<file path="config.mk">
export PLATFORM = sky130hd
export DESIGN_NAME = vga_timing_pipe
export DESIGN_NICKNAME = d
export VERILOG_FILES = /design/src/rtl/vga_pkg.sv /design/src/rtl/vga_align_shift.sv /design/src/rtl/vga_timing_pipe.sv
export SDC_FILE = /design/constraint.sdc
export NUM_CORES = 1
export LEC_CHECK = 0
export CAP_MARGIN = 20
export CORE_MARGIN = 1
export CORE_UTILIZATION = 40
export CTS_CLUSTER_SIZE = 8
export DETAILED_ROUTE_END_ITERATION = 6
export PLACE_DENSITY = 0.82
export SYNTH_ARGS = -nofsm -noshare
export SYNTH_HDL_FRONTEND = slang
export SYNTH_SLANG_ARGS = --single-unit
</file>
<file path="constraint.sdc">
create_clock -name clk -period 2.5 [get_ports clk]
set_input_delay 0.25 -clock clk [delete_from_list [all_inputs] [get_ports clk]]
set_output_delay 0.25 -clock clk [all_outputs]
set_load 0.05 [all_outputs]
</file>
<file path="src/rtl/vga_pkg.sv">
// Shared constants and helpers for the VGA timing pipeline.
// Holds the 640x480@60 default timing, the colour-bus width rule,
// the raster-total helper and the colour-bar palette used by the
// optional test pattern (VGA_TESTPAT_EN).
package vga_pkg;

  localparam int H_ACTIVE_DEF = 640;
  localparam int H_FP_DEF     = 16;
  localparam int H_SYNC_DEF   = 96;
  localparam int H_BP_DEF     = 48;
  localparam int V_ACTIVE_DEF = 480;
  localparam int V_FP_DEF     = 10;
  localparam int V_SYNC_DEF   = 2;
  localparam int V_BP_DEF     = 33;

  // Raster counters are fixed at 10 bits (enough for 1024 columns/lines).
  localparam int CNT_W = 10;

  // Colour-bar colours as {r,g,b} channel enables.
  typedef enum logic [2:0] {
    BAR_BLACK   = 3'b000,
    BAR_BLUE    = 3'b001,
    BAR_GREEN   = 3'b010,
    BAR_CYAN    = 3'b011,
    BAR_RED     = 3'b100,
    BAR_MAGENTA = 3'b101,
    BAR_YELLOW  = 3'b110,
    BAR_WHITE   = 3'b111
  } bar_rgb_e;

  // Packed {r,g,b} bus width for a given channel width.
  function automatic int rgb_width(input int chan_w);
    return 3 * chan_w;
  endfunction

  // Total pixels per line (or lines per frame) from the four segments.
  function automatic int vga_total(input int act, input int fp,
                                   input int sync, input int bp);
    return act + fp + sync + bp;
  endfunction

  // Bar index 0..7 (left to right) to its colour.
  function automatic bar_rgb_e bar_colour(input logic [2:0] idx);
    case (idx)
      3'd0:    return BAR_WHITE;
      3'd1:    return BAR_YELLOW;
      3'd2:    return BAR_CYAN;
      3'd3:    return BAR_GREEN;
      3'd4:    return BAR_MAGENTA;
      3'd5:    return BAR_RED;
      3'd6:    return BAR_BLUE;
      default: return BAR_BLACK;
    endcase
  endfunction

endpackage

</file>
<file path="src/rtl/vga_align_shift.sv">
// Enable-gated delay line of DEPTH stages. DEPTH=0 is a plain wire so the
// caller can use it uniformly for any renderer latency.
module vga_align_shift #(
  parameter int WIDTH = 3,
  parameter int DEPTH = 2
) (
  input  logic             clk,
  input  logic             rst,
  input  logic             i_en,
  input  logic [WIDTH-1:0] i_d,
  output logic [WIDTH-1:0] o_q
);

  generate
    if (DEPTH == 0) begin : g_bypass
      assign o_q = i_d;
    end else begin : g_shift
      logic [WIDTH-1:0] r_sr [DEPTH];

      // Shift one stage per enable; reset clears every stage.
      always_ff @(posedge clk) begin
        if (rst) begin
          for (int i = 0; i < DEPTH; i++) r_sr[i] <= '0;
        end else if (i_en) begin
          r_sr[0] <= i_d;
          for (int i = 1; i < DEPTH; i++) r_sr[i] <= r_sr[i-1];
        end
      end

      assign o_q = r_sr[DEPTH-1];
    end
  endgenerate

endmodule

</file>
<file path="src/rtl/vga_timing_pipe.sv">
// VGA timing core: pixel-enable divider, raster counters, tile-grid
// decode, and sync/blank re-alignment to the renderer's returned colour.
// Optional build macro VGA_TESTPAT_EN replaces rgb_in with 8 colour bars.
module vga_timing_pipe
  import vga_pkg::*;
#(
  parameter int H_ACTIVE  = H_ACTIVE_DEF,
  parameter int H_FP      = H_FP_DEF,
  parameter int H_SYNC    = H_SYNC_DEF,
  parameter int H_BP      = H_BP_DEF,
  parameter int V_ACTIVE  = V_ACTIVE_DEF,
  parameter int V_FP      = V_FP_DEF,
  parameter int V_SYNC    = V_SYNC_DEF,
  parameter int V_BP      = V_BP_DEF,
  parameter int CLK_DIV   = 4,
  parameter int TILE_LOG2 = 5,
  parameter int PIPE_LAT  = 2,
  parameter int RGB_W     = 4,
  parameter bit SYNC_POL  = 1'b0
) (
  input  logic                          clk,
  input  logic                          rst,
  output logic                          pix_en,
  output logic [CNT_W-1:0]              pix_x,
  output logic [CNT_W-1:0]              pix_y,
  output logic                          active,
  output logic [CNT_W-TILE_LOG2-1:0]    tile_x,
  output logic [CNT_W-TILE_LOG2-1:0]    tile_y,
  output logic [TILE_LOG2-1:0]          sub_x,
  output logic [TILE_LOG2-1:0]          sub_y,
  output logic                          frame_start,
  input  logic [rgb_width(RGB_W)-1:0]   rgb_in,
  output logic                          hsync,
  output logic                          vsync,
  output logic [RGB_W-1:0]              vga_r,
  output logic [RGB_W-1:0]              vga_g,
  output logic [RGB_W-1:0]              vga_b
);

  localparam int H_TOTAL = vga_total(H_ACTIVE, H_FP, H_SYNC, H_BP);
  localparam int V_TOTAL = vga_total(V_ACTIVE, V_FP, V_SYNC, V_BP);
  localparam int DIV_W   = (CLK_DIV > 1) ? $clog2(CLK_DIV) : 1;
  localparam logic [DIV_W-1:0] DIV_LAST = DIV_W'(CLK_DIV - 1);
  localparam logic [CNT_W-1:0] X_LAST   = CNT_W'(H_TOTAL - 1);
  localparam logic [CNT_W-1:0] Y_LAST   = CNT_W'(V_TOTAL - 1);
  localparam logic [CNT_W-1:0] X_ACT    = CNT_W'(H_ACTIVE);
  localparam logic [CNT_W-1:0] Y_ACT    = CNT_W'(V_ACTIVE);
  localparam logic [CNT_W-1:0] HS_BEG   = CNT_W'(H_ACTIVE + H_FP);
  localparam logic [CNT_W-1:0] HS_END   = CNT_W'(H_ACTIVE + H_FP + H_SYNC);
  localparam logic [CNT_W-1:0] VS_BEG   = CNT_W'(V_ACTIVE + V_FP);
  localparam logic [CNT_W-1:0] VS_END   = CNT_W'(V_ACTIVE + V_FP + V_SYNC);
`ifdef VGA_TESTPAT_EN
  localparam logic [CNT_W-1:0] BAR_W    = CNT_W'(H_ACTIVE / 8);
  localparam int SH_W = 6;
`else
  localparam int SH_W = 3;
`endif

  logic [DIV_W-1:0] r_div;
  logic [CNT_W-1:0] r_x, r_y;
  logic             r_hs, r_vs;
  logic [RGB_W-1:0] r_r, r_g, r_b;
  logic             w_active, w_hs_raw, w_vs_raw;
  logic             w_hs_d, w_vs_d, w_act_d;
  logic [SH_W-1:0]  w_sh_in, w_sh_out;

  // Pixel-enable divider: wraps at CLK_DIV-1, which is the enable clk.
  always_ff @(posedge clk) begin
    if (rst)                   r_div <= '0;
    else if (r_div == DIV_LAST) r_div <= '0;
    else                       r_div <= r_div + DIV_W'(1);
  end

  assign pix_en = (r_div == DIV_LAST);

  // Raster counters step once per pixel; line wrap advances the line count.
  always_ff @(posedge clk) begin
    if (rst) begin
      r_x <= '0;
      r_y <= '0;
    end else if (pix_en) begin
      if (r_x == X_LAST) begin
        r_x <= '0;
        r_y <= (r_y == Y_LAST) ? '0 : r_y + CNT_W'(1);
      end else begin
        r_x <= r_x + CNT_W'(1);
      end
    end
  end

  assign w_active    = (r_x < X_ACT) && (r_y < Y_ACT);
  assign w_hs_raw    = (r_x >= HS_BEG) && (r_x < HS_END);
  assign w_vs_raw    = (r_y >= VS_BEG) && (r_y < VS_END);
  assign pix_x       = r_x;
  assign pix_y       = r_y;
  assign active      = w_active;
  assign tile_x      = r_x[CNT_W-1:TILE_LOG2];
  assign tile_y      = r_y[CNT_W-1:TILE_LOG2];
  assign sub_x       = r_x[TILE_LOG2-1:0];
  assign sub_y       = r_y[TILE_LOG2-1:0];
  assign frame_start = pix_en && (r_x == '0) && (r_y == '0);

`ifdef VGA_TESTPAT_EN
  logic [CNT_W-1:0] w_bar_idx;
  logic [2:0]       w_bar_rgb, w_bar_d;
  assign w_bar_idx = r_x / BAR_W;
  assign w_bar_rgb = bar_colour((w_bar_idx > CNT_W'(7)) ? 3'd7 : w_bar_idx[2:0]);
  assign w_sh_in   = {w_bar_rgb, w_hs_raw, w_vs_raw, w_active};
  assign w_bar_d   = w_sh_out[5:3];
`else
  assign w_sh_in   = {w_hs_raw, w_vs_raw, w_active};
`endif

  vga_align_shift #(
    .WIDTH (SH_W),
    .DEPTH (PIPE_LAT)
  ) u_align (
    .clk  (clk),
    .rst  (rst),
    .i_en (pix_en),
    .i_d  (w_sh_in),
    .o_q  (w_sh_out)
  );

  assign w_hs_d  = w_sh_out[2];
  assign w_vs_d  = w_sh_out[1];
  assign w_act_d = w_sh_out[0];

  // Output register: polarity-adjusted syncs and blanked colour, one pixel late.
  always_ff @(posedge clk) begin
    if (rst) begin
      r_hs <= ~SYNC_POL;
      r_vs <= ~SYNC_POL;
      r_r  <= '0;
      r_g  <= '0;
      r_b  <= '0;
    end else if (pix_en) begin
      r_hs <= SYNC_POL ? w_hs_d : ~w_hs_d;
      r_vs <= SYNC_POL ? w_vs_d : ~w_vs_d;
`ifdef VGA_TESTPAT_EN
      r_r  <= w_act_d ? {RGB_W{w_bar_d[2]}} : '0;
      r_g  <= w_act_d ? {RGB_W{w_bar_d[1]}} : '0;
      r_b  <= w_act_d ? {RGB_W{w_bar_d[0]}} : '0;
`else
      r_r  <= w_act_d ? rgb_in[3*RGB_W-1 -: RGB_W] : '0;
      r_g  <= w_act_d ? rgb_in[2*RGB_W-1 -: RGB_W] : '0;
      r_b  <= w_act_d ? rgb_in[RGB_W-1:0]          : '0;
`endif
    end
  end

  assign hsync = r_hs;
  assign vsync = r_vs;
  assign vga_r = r_r;
  assign vga_g = r_g;
  assign vga_b = r_b;

endmodule
</file>
* Word-level counts from Yosys, hierarchy flattened *
Memory sizes are Yosys's and may differ from the RTL's.
Cells that the tools add are included.
W data, S select, Z words.

cells by class
  bitwise operators = 4
  $lt $le $gt $ge = 6
  eq/ne operators = 3
  reduce and logical (&&, ||, !) cells = 9
  add/sub/neg operators = 3
  mux-type cells = 12

operator list
  kind                     count
  $add A10 B1 Y10 const B  2
  $eq A10 B10 Y1 const B   2
  $logic_not A10 Y1        2
  $lt A10 B10 Y1 const B   2
  $lt A10 B9 Y1 const B    2
  $mux W10                 2
  $mux W4                  3
  $ge A10 B10 Y1 const B   1
  $ge A10 B9 Y1 const B    1
  $mux W3                  2
  $logic_and A1 B1 Y1      5
  $mux W1                  5
  $add A2 B1 Y2 const B    1
  $eq A2 B2 Y1 const B     1
  $not A1 Y1               2
  $or A1 B1 Y1             2
  $reduce_and A2 Y1        1
  $reduce_or A2 Y1         1

storage, ports and cells
  word-level logic and storage cells = 46
  output and inout port bits = 57
  RAM bits = 6
  input bits = 14
  register bits after elaboration = 36
  memories = 1

memory list
  memory                depth  width  rd ports  clocked after Yosys merged registers in  write ports  RTL line               source
  u_align.g_shift.r_sr  2      3      2         0                                        2            vga_align_shift.sv:18  logic [WIDTH-1:0] r_sr [DEPTH];

* Logic depth before layout (Yosys ltp) *
Gate-level depths: netlist of the first run.

  word-level depth = 5
  mapped depth = 7
  gate-level depth less buffers = 6

* Cells and area by module *
A second synthesis of the first run with hierarchy kept.

unflattened totals
  cell total of the unflattened synthesis = 246
  area total of the unflattened synthesis = 2152.1 µm²

by module, submodules not included
  module           cells each  instances  area an instance (µm²)
  vga_timing_pipe  230         1          1890.6
  vga_align_shift  16          1          261.5

* Worst setup path before layout of the first run *
No wires, ideal clock.

  path type = reg2out
  start = register r_div[0]
  end = output frame_start
  setup slack = -0.539 ns
  arrival time = 2.789 ns
  cell stages (with the launch flop) = 5
  path buffers = 0
  cells stage by stage = dfxtp_1 > ha_1 > nor4b_1 > nand3_1 > nor4_1

between the ends
  cells in the longest elaborated chain, start to end = 3

ends and longest elaborated chain
  what                               RTL line                source
  start, declared                    vga_timing_pipe.sv:59   logic [DIV_W-1:0] r_div;
  start signal, assigned             vga_timing_pipe.sv:71   else r_div <= r_div + DIV_W'(1);
  $eq A2 B2 Y1                       vga_timing_pipe.sv:74   assign pix_en = (r_div == DIV_LAST);
  net pix_en                         vga_timing_pipe.sv:23   output logic pix_en,
  $logic_and A1 B1 Y1 (2 in series)  vga_timing_pipe.sv:101  assign frame_start = pix_en && (r_x == '0) && (r_y == '0);
  end, declared                      vga_timing_pipe.sv:31   output logic frame_start,

The timed path passes the listed nets, and every way through them passes these cells.

* Worst setup path after layout of the first run *
  start = register r_y[6], in the netlist pix_y[6]
  end = output active

between the ends
  cells in the longest elaborated chain, start to end = 2

ends and longest elaborated chain
  what                    RTL line               source
  start, declared         vga_timing_pipe.sv:60  logic [CNT_W-1:0] r_x, r_y;
  start signal, assigned  vga_timing_pipe.sv:84  r_y <= (r_y == Y_LAST) ? '0 : r_y + CNT_W'(1);
  $lt A10 B9 Y1           vga_timing_pipe.sv:91  assign w_active = (r_x < X_ACT) && (r_y < Y_ACT);
  $logic_and A1 B1 Y1     vga_timing_pipe.sv:91
  end, declared           vga_timing_pipe.sv:26  output logic active,

Every way passes these cells.

==> impl_metrics.py, run 1 <==
metrics = {
    "floorplan": {
        "rows": 25,
        "initial_utilization": 0.429,
        "core-area_um2": 4880,
        "die-area_um2": 5530,
        "num_io_pins": 71,
        "die_h_um": 74.3,
        "die_width_um": 74.3,
    },
    "cells_and_area": {
        "final_layout_size_suffix_gt1_frac": 0.0690,
        "final_area_um2": 2850,
        "finish.utilization": 0.583,
        "fillers": 438,
        "final_nets": 308,
        "area_delta_synth_final_pct": 36.0,
        "antenna_cells": 0,
    },
    "clocking": {
        "hold_buffers": 0,
        "numClockSinks": 42,
        "cts_resized": 0,
        "cts_max_level": 2,
        "cts_setup_buffers": 0,
        "cts_buffer_depth": 2,
        "clkSlewWorstSetupHoldPaths_ps": 90,
        "clkLatencyLatePin_ps": 300,
        "cts_buffers": 5,
        "root_buffer": "clkbuf_8",
        "cts_tree": "yes",
    },
    "timing": {
        "tns_ps": 0,
        "hold_viol": 0,
        "slew_violations": 0,
        "timing_worst_slew_pin_value_ps": 525,
        "layout_min_cycle_time_ps": 2280,
        "max_freq_mhz": 439,
        "period_share": 0.911,
        "setup_viol": 0,
        "relSlewSlack": 0.646,
        "rsz0062_at_grt": "false",
        "clock_skew_ps": 14.0,
    },
    "grt": {
        "grt_pass1_wl_mm": 7.42,
        "grt-ovfl-total": 0,
        "grt.total_usage": 0.175,
        "grt_pass1_vias": 1571,
        "gr-usage-met2": 0.275,
        "met3_usage": 0.0352,
        "grt_use_met1": 0.235,
        "gr-max-usage-layer": "met2",
        "grt_max_degree": 26,
        "antenna_found_initial": 0,
    },
    "routing": {
        "wirelength_mm": 4.75,
        "drtIter0Drc": 120,
        "via_per_inst": 5.11,
        "drcViolationCount": 0,
        "wire_per_inst_um": 13.3,
        "routed-via-count": 1823,
        "antenna_left": 0,
        "firstDrtPassIters": 4,
    },
    "critical_path": {
        "crit_fanout": 8,
        "startpoint_type": "flip-flop",
        "crit_path_end_kind": "primary output",
        "arrival_ps": 2030,
        "worstPathRequired_ps": 2250,
        "critPathKind": "reg2out",
    },
    "status": {
        "status": "completed",
    },
    "synth": {
        "syn_nets": 258,
        "synth_area_um2": 2090,
        "syn_inst": 239,
        "synth-main-ff-cell": "dfxtp_1",
        "avgSynthCellArea_um2": 8.76,
        "yosysSeqAreaShare": 0.430,
        "synth-edff-count": 6,
        "yosys_warnings": 0,
        "ys_ff_latch": 42,
        "async_flop_share": 0,
        "synth_cell_types": 37,
    },
    "placement": {
        "hpwlAfterDp_mm": 3.47,
        "io_buffers": 70,
        "gp_congestion": 0.852,
        "placed_cell_area_um2": 2710,
    },
    "hold_path": {
        "hp-class": "reg2reg",
    },
    "power_and_ir_drop": {
        "p_leak_nw": 1.04,
        "ir_worst_vdd_v": 0.000333,
        "power_density_nw_per_um2": 522,
    },
    "run": {
        "maxCapViolCount": 0,
    },
}
through the flow:
stage	setup slack (ps)	hold slack, ps	instances	power (mW)
after floorplan	15.3	389	239	0.810
after global placement	482	406	349	0.861
after detailed placement	411	414	349	0.864
after CTS	192	431	357	1.50
after global routing	78.2	447	357	1.54
final	223	429	357	1.49
critical path, stage by stage (launching register included):
cell             delay (ps)
dfxtp_1                 390
nand3_1                 160
nor2_1                   80
nor3_1                  240
clkdlybuf4s50_1         850
sequential cells by signal (all words and copies together), names as in the netlist:
register and flops:
vga_g 4, r_div 2, u_align.g_shift.r_sr 6, hsync 1
vga_r 4, vsync 1, vga_b 4, pix_x 10
pix_y 10
per-layer routing:
metal / part of all wire / vias up
met2: 0.47 / 51
met5: 0 / -
met4: 0.010 / 0
met3: 0.043 / 7
li1: - / 900
met1: 0.47 / 865
final timing paths:
kind,end,slack [ps],from,depth (start not counted)
hold / removal,r_div[0]$_SDFF_PP0_,430,r_div[0]$_SDFF_PP0_,1
hold reg to reg,r_div[0]$_SDFF_PP0_,430,r_div[0]$_SDFF_PP0_,1
setup / recovery,active,220,pix_y[6]$_SDFFE_PP0P_,4
setup reg to reg,pix_y[4]$_SDFFE_PP0P_,340,pix_x[1]$_SDFFE_PP0P_,5
cell usage after synthesis, types with 2 or more instances:
cell,instances,share of area
inv_1,8,0.014
and3_1,2,0.0060
clkbuf_1,6,0.011
nand3_1,13,0.031
or3_1,2,0.0060
nor4_1,9,0.027
dfxtp_1,36,0.34
buf_6,2,0.011
a21oi_1,16,0.038
edfxtp_1,6,0.086
nand4_1,5,0.015
o21ai_0,4,0.0096
and2_1,6,0.018
nand2_1,14,0.025
and4_1,2,0.0084
nor2_1,29,0.052
nor2b_1,15,0.045
xor2_1,4,0.017
xnor2_1,8,0.033
nor3_1,10,0.024
ha_1,5,0.030
buf_4,22,0.079
cell usage in the layout, fill, tap and decap left out, drive strengths merged, types with 2 or more instances in the layout:
| cell type | Yosys | layout |
|---|---|---|
| and3 | 3 | 3 |
| nor4 | 9 | 9 |
| inv | 8 | 8 |
| or3 | 2 | 2 |
| and4 | 2 | 2 |
| clkdlybuf4s50 | 0 | 69 |
| nor2b | 15 | 15 |
| xor2 | 4 | 4 |
| buf | 24 | 6 |
| clkbuf | 8 | 5 |
| dfxtp | 36 | 36 |
| a21oi | 16 | 16 |
| ha | 5 | 5 |
| nor2 | 29 | 29 |
| and2 | 6 | 6 |
| nand3 | 13 | 13 |
| nand2 | 14 | 14 |
| nand4 | 5 | 5 |
| bufinv | 0 | 2 |
| edfxtp | 6 | 6 |
| nor3 | 10 | 10 |
| xnor2 | 8 | 8 |
| o21ai | 4 | 4 |
area by class of cell:
class                           instances  area [µm²]  area share
Clock buffer                            5        68.8      0.0242
Clock inverter                          3        68.8      0.0242
Inverter                                8        30.0      0.0105
Multi-Input combinational cell        157         946       0.332
Sequential cell                        42         901       0.316
Tap cell                               67        83.8      0.0295
Timing Repair Buffer                   75         748       0.263
where the power goes:
| part | total (mW) | internal, mW | switching [mW] |
|---|---|---|---|
| sequential | 0.711 | 0.701 | 0.0103 |
| combinational | 0.136 | 0.0544 | 0.0817 |
| clock | 0.640 | 0.400 | 0.240 |
| total | 1.49 | 1.16 | 0.332 |
logic make-up (layout without fill, tap and decap cells):
family / after synthesis / count (layout) / synth area share
xor gates and xnor gates: 12 / 12 / 0.0502
and+or+nand+nor: 114 / 114 / 0.296
AOI/OAI and AO/OA: 25 / 25 / 0.0670
muxes: 1 / 1 / 0.00538
adders and majority gates: 5 / 5 / 0.0299
DFF: 42 / 42 / 0.430
buffers and inverters: 40 / 91 / 0.121
Note: power is estimated with default switching activity, not from simulation.
==> run 2, diff against run 1 <==
Clock period 2.5 ns to 2.1 ns, I/O delays scaled along.
==> impl_metrics.py, run 2 (synthesis gave the netlist of run 1 again) <==
metrics = {
    "power_and_ir_drop": {
        "p_total_mw": 1.67,
        "ir_worst_vdd_v": 0.000319,
        "power_density_nw_per_um2": 578,
        "p_leak_nw": 1.06,
    },
    "clocking": {
        "cts_max_level": 2,
        "clkSlewWorstSetupHoldPaths_ps": 80,
        "numClockSinks": 42,
        "clkLatencyLatePin_ps": 290,
        "cts_buffers": 5,
        "cts_tree": "yes",
        "root_buffer": "clkbuf_8",
        "cts_buffer_depth": 2,
        "cts_setup_buffers": 0,
    },
    "cells_and_area": {
        "area_delta_synth_final_pct": 37.8,
        "final_cell_mix": "clkdlybuf4s50_1 (67), nor2_1 (29), dfxtp_1 (26)",
        "finish.utilization": 0.591,
        "antenna_cells": 0,
        "final_nets": 312,
        "multi_input_area_um2": 968,
        "fillers": 443,
        "ff_latch_area_um2": 913,
        "instances_no_fill": 361,
        "final_layout_size_suffix_gt1_frac": 0.129,
        "final_area_um2": 2890,
        "mostFrequentLayoutCell": "clkdlybuf4s50_1",
    },
    "routing": {
        "firstDrtPassIters": 4,
        "via_per_inst": 5.01,
        "wirelength_mm": 5.12,
        "routed-via-count": 1810,
        "antenna_left": 0,
        "wire_per_inst_um": 14.2,
        "drcViolationCount": 0,
        "drtIter0Drc": 79,
    },
    "timing": {
        "hold_viol": 0,
        "setup_viol": 0,
        "relSlewSlack": 0.654,
        "tns_ps": 0,
        "fin_ws_ps": 121,
        "layout_min_cycle_time_ps": 1980,
        "period_share": 0.942,
        "timing_worst_slew_pin_value_ps": 518,
        "slew_violations": 0,
        "max_freq_mhz": 505,
        "holdWs_ps": 441,
        "clock_skew_ps": 6.99,
    },
    "floorplan": {
        "die_h_um": 74.3,
        "die-area_um2": 5530,
        "die_width_um": 74.3,
        "core-area_um2": 4880,
        "initial_utilization": 0.429,
        "rows": 25,
        "num_io_pins": 71,
    },
    "critical_path": {
        "startpoint_type": "flip-flop",
        "r2r_cells": 5,
        "rrSetupSlack_ps": 120,
        "arrival_ps": 2200,
        "endpoint": "pix_y[8]$_SDFFE_PP0P_",
        "crit_fanout": 8,
        "crit_start": "pix_x[1]$_SDFFE_PP0P_",
        "critPathKind": "reg2reg",
        "worstPathRequired_ps": 2320,
        "r2r_end": "pix_y[8]$_SDFFE_PP0P_",
        "crit_path_end_kind": "flip-flop",
        "crit-reg2reg-launch": "pix_x[1]$_SDFFE_PP0P_",
    },
    "grt": {
        "antenna_found_initial": 0,
        "grt_pass1_vias": 1625,
        "grt-ovfl-total": 0,
        "grt.total_usage": 0.193,
        "grt_pass1_wl_mm": 7.94,
        "grt_max_degree": 25,
    },
    "placement": {
        "dp.cells": 353,
        "dp_slack_ps": 203,
        "hpwlAfterDp_mm": 3.72,
        "io_buffers": 70,
        "gp_congestion": 0.909,
        "placed_cell_area_um2": 2760,
    },
    "status": {
        "status": "completed",
    },
    "hold_path": {
        "hp-class": "reg2reg",
    },
    "run": {
        "maxCapViolCount": 0,
    },
}
run 2: changes by cell type in the layout (fill, tap and decap cells not counted), sizes merged:
cell / change
bufinv: -1
clkdlybuf4s50: -2
clkinv: -1
clkbuf: +2
buf: +6
run 2: how the worst min path moves through the flow:
stage | startpoint | to | slack (ps) | cells after the start
after CTS | r_div[0]$_SDFF_PP0_ | r_div[0]$_SDFF_PP0_ | 450 | 1
final | r_div[0]$_SDFF_PP0_ | r_div[0]$_SDFF_PP0_ | 440 | 1
after global routing | r_div[0]$_SDFF_PP0_ | r_div[0]$_SDFF_PP0_ | 450 | 1
after detailed placement | r_div[0]$_SDFF_PP0_ | r_div[0]$_SDFF_PP0_ | 430 | 1
after global placement | r_div[0]$_SDFF_PP0_ | r_div[0]$_SDFF_PP0_ | 410 | 1
after floorplan | rgb_in[3] | vga_b[3]$_SDFFE_PP0P_ | 350 | 2
run 2: power by group:
part | internal, mW | switching (mW)
Combinational | 0.0668 | 0.0991
Clock | 0.388 | 0.267
Sequential | 0.835 | 0.0130
run 2: metal layers:
layer / vias to the layer above / track usage / wire (µm)
met5: - / 0 / 0
met4: 0 / 0.0755 / 79
met3: 6 / 0.0434 / 300
met2: 61 / 0.310 / 2470
met1: 838 / 0.254 / 2270
li1: 905 / - / -
run 2: what timing repair did:
action,in CTS,in global routing
hold buffers,0,0
gates resized for setup,0,1
setup endpoints to repair,0,1
run 2: cell type report:
cell class | instances | area share
Inverter | 8 | 0.0104
Clock buffer | 7 | 0.0299
Sequential cell | 42 | 0.317
Timing Repair Buffer | 79 | 0.268
Tap cell | 67 | 0.0291
Clock inverter | 1 | 0.0104
Multi-Input combinational cell | 157 | 0.336
run 2: critical path, cell delays in order (launching register included):
cell and delay [ps]:
dfxtp_2 380, ha_1 240, nand4_1 150, or3_1 460, or4_1 510, a21oi_1 170
